===== src/rtl/led_pipe_gen.sv =====
// LED pattern generator: a prescaled step engine that rotates, bounces or holds
// a WIDTH-bit diode pattern, with registered step/wrap pulses per update.
module led_pipe_gen #(
    parameter int WIDTH = 8,
    parameter int DIV_W = 4
) (
    input  logic             clock,
    input  logic             reset,
    input  logic             enable,
    input  logic [1:0]       mode,
    input  logic [DIV_W-1:0] div,
    input  logic             load,
    input  logic [WIDTH-1:0] pattern,
    output logic [WIDTH-1:0] diode,
    output logic             step,
    output logic             wrap
);

    typedef enum logic [1:0] {
        MODE_ROL    = 2'b00,
        MODE_ROR    = 2'b01,
        MODE_BOUNCE = 2'b10,
        MODE_HOLD   = 2'b11
    } mode_e;

    typedef enum logic {
        DIR_LEFT  = 1'b0,
        DIR_RIGHT = 1'b1
    } dir_e;

    logic [DIV_W-1:0] cnt_q, cnt_d;
    logic [WIDTH-1:0] diode_q, diode_d;
    dir_e             dir_q, dir_d;
    logic             step_q, step_d;
    logic             wrap_q, wrap_d;
    logic             tick;
    mode_e            mode_sel;

    assign mode_sel = mode_e'(mode);

    always_comb begin
        cnt_d   = cnt_q;
        diode_d = diode_q;
        dir_d   = dir_q;
        step_d  = 1'b0;
        wrap_d  = 1'b0;
        // >= compare so a lowered div fires on the next enabled cycle
        tick    = enable && (cnt_q >= div);

        if (enable) begin
            cnt_d = tick ? '0 : cnt_q + DIV_W'(1);
        end

        if (tick) begin
            case (mode_sel)
                MODE_ROL: begin
                    diode_d = {diode_q[WIDTH-2:0], diode_q[WIDTH-1]};
                    step_d  = 1'b1;
                    wrap_d  = diode_q[WIDTH-1];
                end
                MODE_ROR: begin
                    diode_d = {diode_q[0], diode_q[WIDTH-1:1]};
                    step_d  = 1'b1;
                    wrap_d  = diode_q[0];
                end
                MODE_BOUNCE: begin
                    step_d = 1'b1;
                    if (diode_q == '0) begin
                        diode_d = diode_q;
                    end else if (dir_q == DIR_LEFT) begin
                        if (diode_q[WIDTH-1]) begin
                            dir_d   = DIR_RIGHT;
                            diode_d = diode_q >> 1;
                            wrap_d  = 1'b1;
                        end else begin
                            diode_d = diode_q << 1;
                        end
                    end else begin
                        if (diode_q[0]) begin
                            dir_d   = DIR_LEFT;
                            diode_d = diode_q << 1;
                            wrap_d  = 1'b1;
                        end else begin
                            diode_d = diode_q >> 1;
                        end
                    end
                end
                MODE_HOLD: begin
                    diode_d = diode_q;
                end
            endcase
        end
    end

    always_ff @(posedge clock) begin
        if (reset) begin
            cnt_q   <= '0;
            diode_q <= WIDTH'(1);
            dir_q   <= DIR_LEFT;
            step_q  <= 1'b0;
            wrap_q  <= 1'b0;
        end else if (load) begin
            cnt_q   <= '0;
            diode_q <= pattern;
            dir_q   <= DIR_LEFT;
            step_q  <= 1'b0;
            wrap_q  <= 1'b0;
        end else begin
            cnt_q   <= cnt_d;
            diode_q <= diode_d;
            dir_q   <= dir_d;
            step_q  <= step_d;
            wrap_q  <= wrap_d;
        end
    end

    assign diode = diode_q;
    assign step  = step_q;
    assign wrap  = wrap_q;

endmodule

===== config.mk =====
export PLATFORM = sky130hd
export DESIGN_NAME = led_pipe_gen
export DESIGN_NICKNAME = d
export VERILOG_FILES = /design/src/rtl/led_pipe_gen.sv
export SDC_FILE = /design/constraint.sdc
export NUM_CORES = 1
export LEC_CHECK = 0
export CAP_MARGIN = 25
export CELL_PAD_IN_SITES_DETAIL_PLACEMENT = 1
export CELL_PAD_IN_SITES_GLOBAL_PLACEMENT = 2
export CORE_ASPECT_RATIO = 1.1
export CORE_MARGIN = 5
export CORE_UTILIZATION = 26
export DETAILED_ROUTE_END_ITERATION = 8
export PLACE_DENSITY = 0.83
export SETUP_SLACK_MARGIN = 0.4
export SLEW_MARGIN = 0
export SYNTH_ARGS = -nofsm -noshare
export SYNTH_HDL_FRONTEND = slang
export SYNTH_SLANG_ARGS = --single-unit

===== constraint.sdc =====
create_clock -name clock -period 2.49 [get_ports clock]
set_clock_uncertainty 0.2 [all_clocks]
set_input_delay 0.498 -clock clock [delete_from_list [all_inputs] [get_ports clock]]
set_output_delay 0.498 -clock clock [all_outputs]
set_load 0.02 [all_outputs]

==> summary.txt <==
Status
  • Status: finished clean

Timing
  • Final hold vios: 0
  • RSZ-0062 raised after global routing: false
  • Final Critical Period: 2.04 ns
  • Worst Tran Pin Value: 0.314 ns
  • Rel. slew slack: 0.789
  • Final Setup Violations: 0
  • Fmax: 490 MHz
  • Max-slew violation count: 0
  • Final worst slack: 0.451 ns
  • Fin crit share: 0.819

Yosys
  • Post-synth top area share: 0.287
  • Synthesis Warnings: 0
  • Leading area contributor after synthesis: dfxtp_1
  • Ys flop type: dfxtp_1
  • Post-synth EDFFs: 0
  • Async SR Flop Fraction: 0
  • Cells after Synth: 137
  • Sequential share of the synthesized area: 0.287
  • Synth Area per Inst: 7.63 um2
  • Mapped Area: 1040 um2
  • Largest cells by area after synthesis: dfxtp_1 29%, ha_1 12%, nand2_1 5.4%
  • Post-synth cell types: 38
  • Seq cells post-synth: 15
  • Syn Nets: approximately 170
  • Top cells by count, synth: 15 x dfxtp_1, 15 x nand2_1, 13 x inv_1, 12 x nor2_1, 10 x ha_1

Clock tree
  • CTS buffer count: 3
  • Sink Count: 15
  • H-Tree Depth: 1
  • CTS Buffer Depth: 2
  • Post-CTS setup buffers: 0
  • Clock transition at path regs: 0.06 ns
  • Clock Root Buffer: clkbuf_8
  • Hold buffer count at CTS: 0
  • Clock tree from TritonCTS: yes
  • Worst-skew pair later-pin latency: 0.25 ns

Drt
  • Post-DR wirelength/cell: 16.3 um
  • Routed WL: 3710 um
  • Vias/cell: 5.02
  • First-iteration detailed-routing DRC count: 26
  • Vias: 1140
  • First drt pass iteration count: 4
  • Remaining antenna violation count: 0
  • DR DRC count: 0

Die
  • FP Rows: 24
  • Total core area: 3930 um2
  • Chip Height: about 76 um
  • Initial core utilization: 0.266
  • Die W: approximately 70 um
  • Boundary Pins: 28
  • Die ar.: 5390 um2

Placement
  • GP Congestion: 0.805
  • Port bufs: 27
  • Dpl hpwl: about 2600 um
  • Worst slack at placement: -0.0987 ns

Critical path
  • CP required: 1.79 ns
  • Worst Path Buf+Inv: 1
  • CP arrival: 1.34 ns
  • Setup CP Type: reg2out
  • Slowest stage delay, CP: 0.65 ns
  • Critical path's slowest cell: clkdlybuf4s50_1
  • Family with the most delay on the worst path: buffers and inverters
  • Startpoint Class: register
  • Crit Path Max Fanout: 5
  • Crit-path cells: clkdlybuf4s50_1
  • Setup crit end kind: output pin
  • Setup slack, reg-to-reg: 0.57 ns

Layout
  • Final net count: 204
  • Filler instances: just under 500
  • Util after Layout: 0.420
  • Synth-to-Final Area Change: 58.2%
  • Area of the multi-input gates: between 700 and 800 um2
  • N_diodes: 0
  • FF/Latch Area: ~300 um2
  • Share of cells above drive strength 1: 0.240

GRT
  • Initial antenna violation count: 0
  • Global route overflow: 0
  • All-Layer GR Usage: 0.135
  • Number of global-route vias before repair: 1277
  • First-pass GRT wire length: about 6000 um
  • Largest net degree at the start of global routing: 16

Power and ir drop
  • Leakage power: 0.654 nW
  • Worst IR Drop VDD: around 200 uV
  • Pwr Density: 395 nW/um2
  • Tot Pwr: 654 uW

Worst hold path
  • Worst hold path class: reg2reg

Run
  • Max Cap Viol: 0
==> kinds of logic (layout without fill, tap and decap cells) <==
| logic type | count (synthesis) | after routing | synth area share |
|---|---|---|---|
| fa+ha+maj | 10 | 10 | 0.120 |
| simple gates | 51 | 51 | 0.243 |
| flops | 15 | 15 | 0.287 |
| mux | 3 | 3 | 0.0287 |
| compound gates | 35 | 35 | 0.223 |
| xor+xnor | 3 | 3 | 0.0252 |
| buf+inv | 20 | 58 | 0.0731 |
==> power by group <==
group | switching (mW) | leakage, nW | internal (mW)
Clock | 0.0923 | 0.0255 | 0.111
Combinational | 0.0922 | 0.506 | 0.0932
Sequential | 0.0150 | 0.122 | 0.250
Total | 0.199 | 0.654 | 0.454
==> metrics by stage <==
step                      setup TNS (ns)  hold slack (ns)  instance area [um2]  instances
after detailed placement          -0.574            0.325                 1450        222
after floorplan                        0            0.283                 1040        137
final                                  0            0.356                 1650        227
after CTS                              0            0.346                 1580        226
after global routing                   0            0.394                 1650        227
after global placement            -0.109            0.309                 1450        222
==> registers in the layout, indices dropped and copies added (netlist names) <==
| name | flops |
|---|---|
| cnt_q | 4 |
| diode | 8 |
| dir_q | 1 |
| step | 1 |
| wrap | 1 |
==> layer usage <==
layer | up-vias | GRT usage | share of wire
li1 | 555 | - | -
met2 | 30 | 0.262 | 0.54
met3 | 9 | 0.0251 | 0.039
met5 | - | 0 | 0
met1 | 546 | 0.149 | 0.40
met4 | 0 | 0.0287 | 0.022
==> layout make-up <==
cell class,count,share of cell area
tap,52,0.0394
sequential,15,0.182
multi-input combinational,102,0.479
clock inverter,1,0.00303
timing repair buffer,41,0.241
clock buffer,3,0.0250
inverter,13,0.0295
==> final timing paths <==
kind                            startpoint  endpoint  cells after the start
worst max register to register    cnt_q[0]  diode[6]                      7
worst min-delay path              cnt_q[3]  cnt_q[3]                      2
worst max-delay path              diode[2]  diode[2]                      1
worst min register to register    cnt_q[3]  cnt_q[3]                      2
==> layout by cell type, fill, tap and decap left out, types with 2 or more instances in the layout <==
master           synthesis  final
a21oi_1                  8      7
a2bb2oi_2                0      3
buf_4                    0     11
clkbuf_8                 0      3
clkdlybuf4s50_1          0     20
dfxtp_1                 15     14
dlygate4sd2_1            0      6
ha_1                    10      5
ha_2                     0      2
ha_4                     0      3
inv_1                   13     11
inv_2                    0      2
mux2i_1                  3      2
nand2_1                 15     14
nand3_1                  3      3
nand3b_1                 2      2
nand4_1                  2      2
nor2_1                  12     12
nor3_1                   7      7
o21a_1                   2      2
o21ai_0                  6      5
o31ai_1                  4      3
xor2_1                   2      2
==> repair_timing <==
item / 4_1_cts / 5_1_grt
endpoints found under the setup margin: 16 / 10
resized for setup: 26 / 10
cloned: 0 / 1
pin swaps: 3 / 2
No activity file was read; power rests on OpenSTA's default activity.
